<file path="src/rtl/serial_addsub_pkg.sv">
// Shared types and constants for the bit-serial adder/subtractor.
package serial_addsub_pkg;

    typedef enum logic [1:0] {
        IDLE,
        RUN,
        DONE
    } state_t;

    localparam int unsigned DEFAULT_WIDTH = 8;

    // Bit counter is one bit wider than needed to index WIDTH, so it never wraps mid-operation.
    function automatic int unsigned cnt_width(input int unsigned w);
        return $clog2(w) + 1;
    endfunction

endpackage

</file>
<file path="src/rtl/serial_addsub_fulladder.sv">
// Single-bit full-adder cell, purely combinational.
module fulladder (
    input  logic A,
    input  logic B,
    input  logic Cin,
    output logic Sum,
    output logic Cout
);

    assign Sum  = A ^ B ^ Cin;
    assign Cout = (A & B) | (Cin & (A ^ B));

endmodule

</file>
<file path="src/rtl/serial_addsub.sv">
// Bit-serial add/subtract: one operand bit per clock through a fulladder, LSB first,
// with the carry held in a flip-flop between bits.
module serial_addsub
    import serial_addsub_pkg::*;
#(
    parameter int unsigned WIDTH = DEFAULT_WIDTH
) (
    input  logic             clk,
    input  logic             rst_n,
    input  logic             Start,
    input  logic             Sub,
    input  logic [WIDTH-1:0] A,
    input  logic [WIDTH-1:0] B,
    output logic             Busy,
    output logic             Done,
    output logic [WIDTH-1:0] Result,
    output logic             Cout,
    output logic             Overflow
);

    localparam int unsigned CW = cnt_width(WIDTH);

    state_t           state;
    logic [WIDTH-1:0] opa;
    logic [WIDTH-1:0] opb;
    logic             carry;
    logic [CW-1:0]    cnt;
    logic             fa_sum;
    logic             fa_cout;

    fulladder u_fa (
        .A    (opa[0]),
        .B    (opb[0]),
        .Cin  (carry),
        .Sum  (fa_sum),
        .Cout (fa_cout)
    );

    assign Busy = (state != IDLE);

    always_ff @(posedge clk) begin
        if (!rst_n) begin
            state    <= IDLE;
            opa      <= '0;
            opb      <= '0;
            carry    <= 1'b0;
            cnt      <= '0;
            Done     <= 1'b0;
            Result   <= '0;
            Cout     <= 1'b0;
            Overflow <= 1'b0;
        end else begin
            case (state)
                IDLE: begin
                    if (Start) begin
                        opa      <= A;
                        opb      <= B ^ {WIDTH{Sub}};
                        carry    <= Sub;
                        cnt      <= '0;
                        Result   <= '0;
                        Cout     <= 1'b0;
                        Overflow <= 1'b0;
                        state    <= RUN;
                    end
                end
                RUN: begin
                    Result <= {fa_sum, Result[WIDTH-1:1]};
                    carry  <= fa_cout;
                    opa    <= opa >> 1;
                    opb    <= opb >> 1;
                    cnt    <= cnt + 1'b1;
                    // The MSB's carry-in is still in 'carry' on the last bit, so overflow
                    // is formed here directly instead of via a separate saved copy.
                    if (cnt == CW'(WIDTH - 1)) begin
                        Cout     <= fa_cout;
                        Overflow <= carry ^ fa_cout;
                        Done     <= 1'b1;
                        state    <= DONE;
                    end
                end
                DONE: begin
                    Done  <= 1'b0;
                    state <= IDLE;
                end
                default: state <= IDLE;
            endcase
        end
    end

endmodule

</file>
<file path="config.mk">
export PLATFORM = sky130hd
export DESIGN_NAME = serial_addsub
export DESIGN_NICKNAME = d
export VERILOG_FILES = /design/src/rtl/serial_addsub_pkg.sv /design/src/rtl/serial_addsub_fulladder.sv /design/src/rtl/serial_addsub.sv
export SDC_FILE = /design/constraint.sdc
export NUM_CORES = 1
export LEC_CHECK = 0
export ABC_CLOCK_PERIOD_IN_PS = 1600
export CAP_MARGIN = 40
export CORE_ASPECT_RATIO = 0.7
export CORE_MARGIN = 10
export CORE_UTILIZATION = 49
export DETAILED_ROUTE_END_ITERATION = 8
export GPL_ROUTABILITY_DRIVEN = 0
export GPL_TIMING_DRIVEN = 0
export PLACE_DENSITY_LB_ADDON = 0.08
export SYNTH_ARGS = -nofsm -noshare
export SYNTH_HDL_FRONTEND = slang
export SYNTH_SLANG_ARGS = --single-unit
export TNS_END_PERCENT = 20
</file>
<file path="constraint.sdc">
create_clock -name clk -period 1.6 [get_ports clk]
set_input_delay 0.32 -clock clk [delete_from_list [all_inputs] [get_ports clk]]
set_output_delay 0.32 -clock clk [all_outputs]
set_load 0.01 [all_outputs]
</file>
[Word level (Yosys, flattened, before mapping)]
Cells that the tools add are included.
Operators by class
  reduce and logical (&&, ||, !) cells: 8
  bitwise operators: 7
  add/subtract/negate cells: 1
  equal/unequal tests: 5
  multiplexer cells: 20
Operators by type and width (number)
  8-bit one-hot mux with 2 select lines: 3
  8-bit two-way mux: 3
  1-bit one-hot mux with 2 select lines: 4
  4-bit one-hot mux with 2 select lines: 1
  8-bit bitwise XOR: 1
  2-bit AND reduction: 3
  2-bit nonzero test: 3
  1-bit two-way mux: 5
  4-bit by 1-bit adder with 4-bit output, second input constant: 1
  4-bit by 3-bit equality test with 1-bit output, second input constant: 1
  2-bit two-way mux: 2
  4-bit two-way mux: 1
  2-bit inequality test, second input constant: 2
  2-bit one-hot mux with 2 select lines: 1
  3-bit AND reduction: 1
  1-bit bitwise XOR: 3
  1-bit AND: 2
  2-bit by 1-bit equality test with 1-bit output, second input constant: 1
  2-bit equality test, second input constant: 1
  2-bit logical NOT: 1
  1-bit bitwise OR: 1
Storage, ports and cells
  word-level logic and storage cells: 50
  output and inout bits: 12
  register bits after elaboration: 34

[Longest topological paths before layout]
  depth after elaboration: 6
  mapped depth: 5
  mapped depth without buffers: 4

[Hierarchy]
A second synthesis with hierarchy kept.
Unflattened totals
  cell total of the unflattened synthesis: 154
  area, all modules: 1511.4 µm²
By module, submodules not included
  serial_addsub: cells an instance 153, instances 1, seq. area each 680.7 µm², area each 1491.4 µm²
  fulladder: cells an instance 1, instances 1, seq. area each 0.0 µm², area each 20.0 µm²

[Worst setup path before layout]
OpenSTA, ideal clock, no wires.
  kind: register -> register
  start point: reg cnt[0]
  end point: reg Cout
  setup slack: 376 ps
  required time: 1483 ps
  arrival time: 1106 ps
  clock period less this slack: 1224 ps
  stages on the path, launching flop included: 5
  cell sequence: dfxtp_1 ha_1 and3b_1 and3_1 a32o_1
On the way
  cells in the longest elaborated chain, start to end: 3
RTL lines
  start: declaration: line serial_addsub.sv:27  | logic [CW-1:0] cnt;
  start signal: assignment: line serial_addsub.sv:71  | cnt <= cnt + 1'b1;
  4-bit by 3-bit equality test with 1-bit output: line serial_addsub.sv:74  | if (cnt == CW'(WIDTH - 1)) begin
  2-bit inequality test (no line)
  3-bit AND reduction (no line)
  end signal: assignment: line serial_addsub.sv:75  | Cout <= fa_cout;
  end: declaration: line serial_addsub.sv:17  | output logic Cout,
Every way passes these cells.
A chain may end at the register's enable or synchronous reset.

[Worst setup path in the final report]
  start point: reg Result[2]
  end point: out Result[2]
RTL lines
  start: declaration: line serial_addsub.sv:16  | output logic [WIDTH-1:0] Result,
  start signal: assignment: line serial_addsub.sv:67  | Result <= {fa_sum, Result[WIDTH-1:1]};
No word-level cell between the ends.

==> flow_summary.ini <==
[yosys]
syn_area_per_cell_sq_um = 9.40
synthTopCellsByArea = dfxtp_1 46%, a22oi_1 7.6%, xnor2_1 4.7%, a21oi_1 4.4%, o221ai_1 4.2%
synth_top_area_share_pct = 46.1
synth_top_area_cell = dfxtp_1
synth.distinct_cells = 38
synthCells = 157
synthTopCellsByCount = 34 x dfxtp_1, 15 x a22oi_1, 13 x a21oi_1, 12 x nor2_1
syn_area_sq_um = 1480
seq_area_frac_synth_pct = 46.1
synth_ff_type = dfxtp_1
yosysWarnings = 0
synth-seq-cells = 34
synth_edf_count = 0
synthArstFlopShare_pct = 0
syn-num-nets = 179
synth.most_common_cell = dfxtp_1

[setup_path]
crit_arrival_ns = 1.21
path_buf_inv = 1
crit_path_max_fanout = 3
path_cells = clkdlybuf4s50_1
cp-start-kind = flip-flop
path_delay_family = buffers and inverters
crit_required_ns = 1.28
crit_path_end_kind = output pin
r2r_slack_ns = 0.26
slowest_delay_ns = 0.55
slowest_stage = clkdlybuf4s50_1
crit_type = flip-flop to output pin

[grt]
grt_antenna_before_repair = 0
grt_pass1_wl_mm = 6.44
globalRouteTotalUtil_pct = 14.0
grt_start_max_net_pins = 12
grt_pass1_vias = 1371
globalRouteOverflowTotal = 0

[min_path]
hold_path_class = flip-flop to flip-flop

[clock_tree]
clkLatencyLatePin_ns = 0.29
htreeDepth = 2
cts.sinks = 34
cts_buffers = 5
path_clk_slew_ns = 0.07
cts_root_buffer = clkbuf_8
cts_tree = yes
cts.path.max_buffers = 2

[die]
die_w_um = 85.6
rows = 16
initial_utilization_pct = 51.9
coreArea_sq_um = 2840
pin_count = 32
die_h_um = 65.9
die_area_sq_um = 5640

[pwr]
p_seq_share_pct = 47.2
clkPwrFrac_pct = 39.6
swShare_pct = 24.4
power_mw = 1.95
p_leak_nw = 0.719
power.density_nw_per_um2 = 998
p_switching_uw = 475
p_int_mw = 1.47
pwr-share-comb_pct = 13.2
ir_worst_vdd_uv = 669

[final_layout]
area_delta_synth_final_pct = 32.5
fin_area_sq_um = 1950
layout-drive-gt1-share_pct = 12.2
final_util_pct = 68.8
num_antenna_cells = 0
nNetsFinal = 217
fillerInstances = 213
instances_no_fill = 232

[place]
place_area_sq_um = 1820
dp_slack_ns = -0.251
io_buffers = 30
dp_hpwl_mm = 2.78
placedCellCount = 223

[sta]
report.final.hold_viol_count = 0
worst_pin_slew_ns = 0.518
layout_setup_ws_ns = 0.0728
maxSlewViolCount = 0
slew_headroom_pct = 65.4
finalSetupTns_ns = 0
setup_viol = 0
rsz0062_at_grt = no
finalClockSkew_ns = 0.00882
finalCritPeriodShare_pct = 95.4
fmaxAchievable_mhz = 655
fin_hold_ws_ns = 0.476
min_period_ns = 1.53

[drt]
wl_per_cell_um = 16.8
via_per_inst = 5.89
drtIter0Drc = 144
finalWirelength_mm = 3.90
ant_nets = 0
dr.pass1.iters = 4
via_count = 1367
route.detailed.drc = 0

[run_status]
status = complete, no violations

[job]
maxCapViolations = 0
## path summary, 6_finish.rpt
| kind | startpoint | to | depth (start not counted) |
|---|---|---|---|
| max | Result[2] | Result[2] | 1 |
| min | opa[7] | opa[7] | 2 |
| max reg2reg | cnt[0] | Cout | 4 |
| min reg2reg | opa[7] | opa[7] | 2 |
## power by group through the flow
| stage | clock network [mW] | registers [mW] | logic (mW) |
|---|---|---|---|
| global route | 0.815 | 0.923 | 0.283 |
| floorplan | 0 | 0.930 | 0.155 |
| finish | 0.771 | 0.920 | 0.258 |
| CTS | 0.772 | 0.918 | 0.257 |
| detailed placement | 0 | 0.937 | 0.254 |
| global placement | 0 | 0.934 | 0.243 |
## cell type report
cell class	count	area [sq um]	area share [%]
multi-input cells	108	714	36.6
clock inverters	3	40.0	2.05
plain buffers	12	77.6	3.97
flip-flops and latches	34	681	34.8
clock buffers	5	68.8	3.52
repair buffers	31	308	15.7
well taps	36	45.0	2.30
inverters	3	20.0	1.02
## flip-flops by register name, summed over array words and instances, names as in the netlist
name / count
Cout: 1
Done: 1
Overflow: 1
Result: 8
carry: 1
cnt: 4
opa: 8
opb: 8
state: 2
## timing repair
action	4_1_cts	5_1_grt
setup endpoints to repair	1	5
gates resized for setup	5	2
hold buffers	0	0
buffers inserted	1	0
## per-layer routing
layer,global-route usage [%],vias up,routed length [um]
met5,0,-,0
li1,-,655,-
met1,16.2,667,1770
met3,5.05,8,206
met4,6.15,0,57
met2,22.7,37,1860
## cell families (layout without fill, tap and decap cells)
kind of cell	after synthesis	in the layout	share of synthesized area, %
AO/OA/AOI/OAI	61	61	28.1
AND/OR/NAND/NOR	36	36	12.5
flip-flops	34	34	46.1
buffers and inverters	15	54	5.77
XOR/XNOR	9	9	5.34
adder cells (fa/ha/maj)	2	2	2.21
## placed cells by master (no fill, tap or decap), types with 4 or more instances in the layout
cell,count
clkbuf_8,5
nor2_1,12
dfxtp_1,34
buf_2,5
a21oi_1,13
a22oi_1,15
o21ai_0,7
clkdlybuf4s50_1,29
nand2_1,9
xnor2_1,8
o22ai_1,9
nand3_1,4
o221ai_1,7
Power figures use the tool's default switching activity.
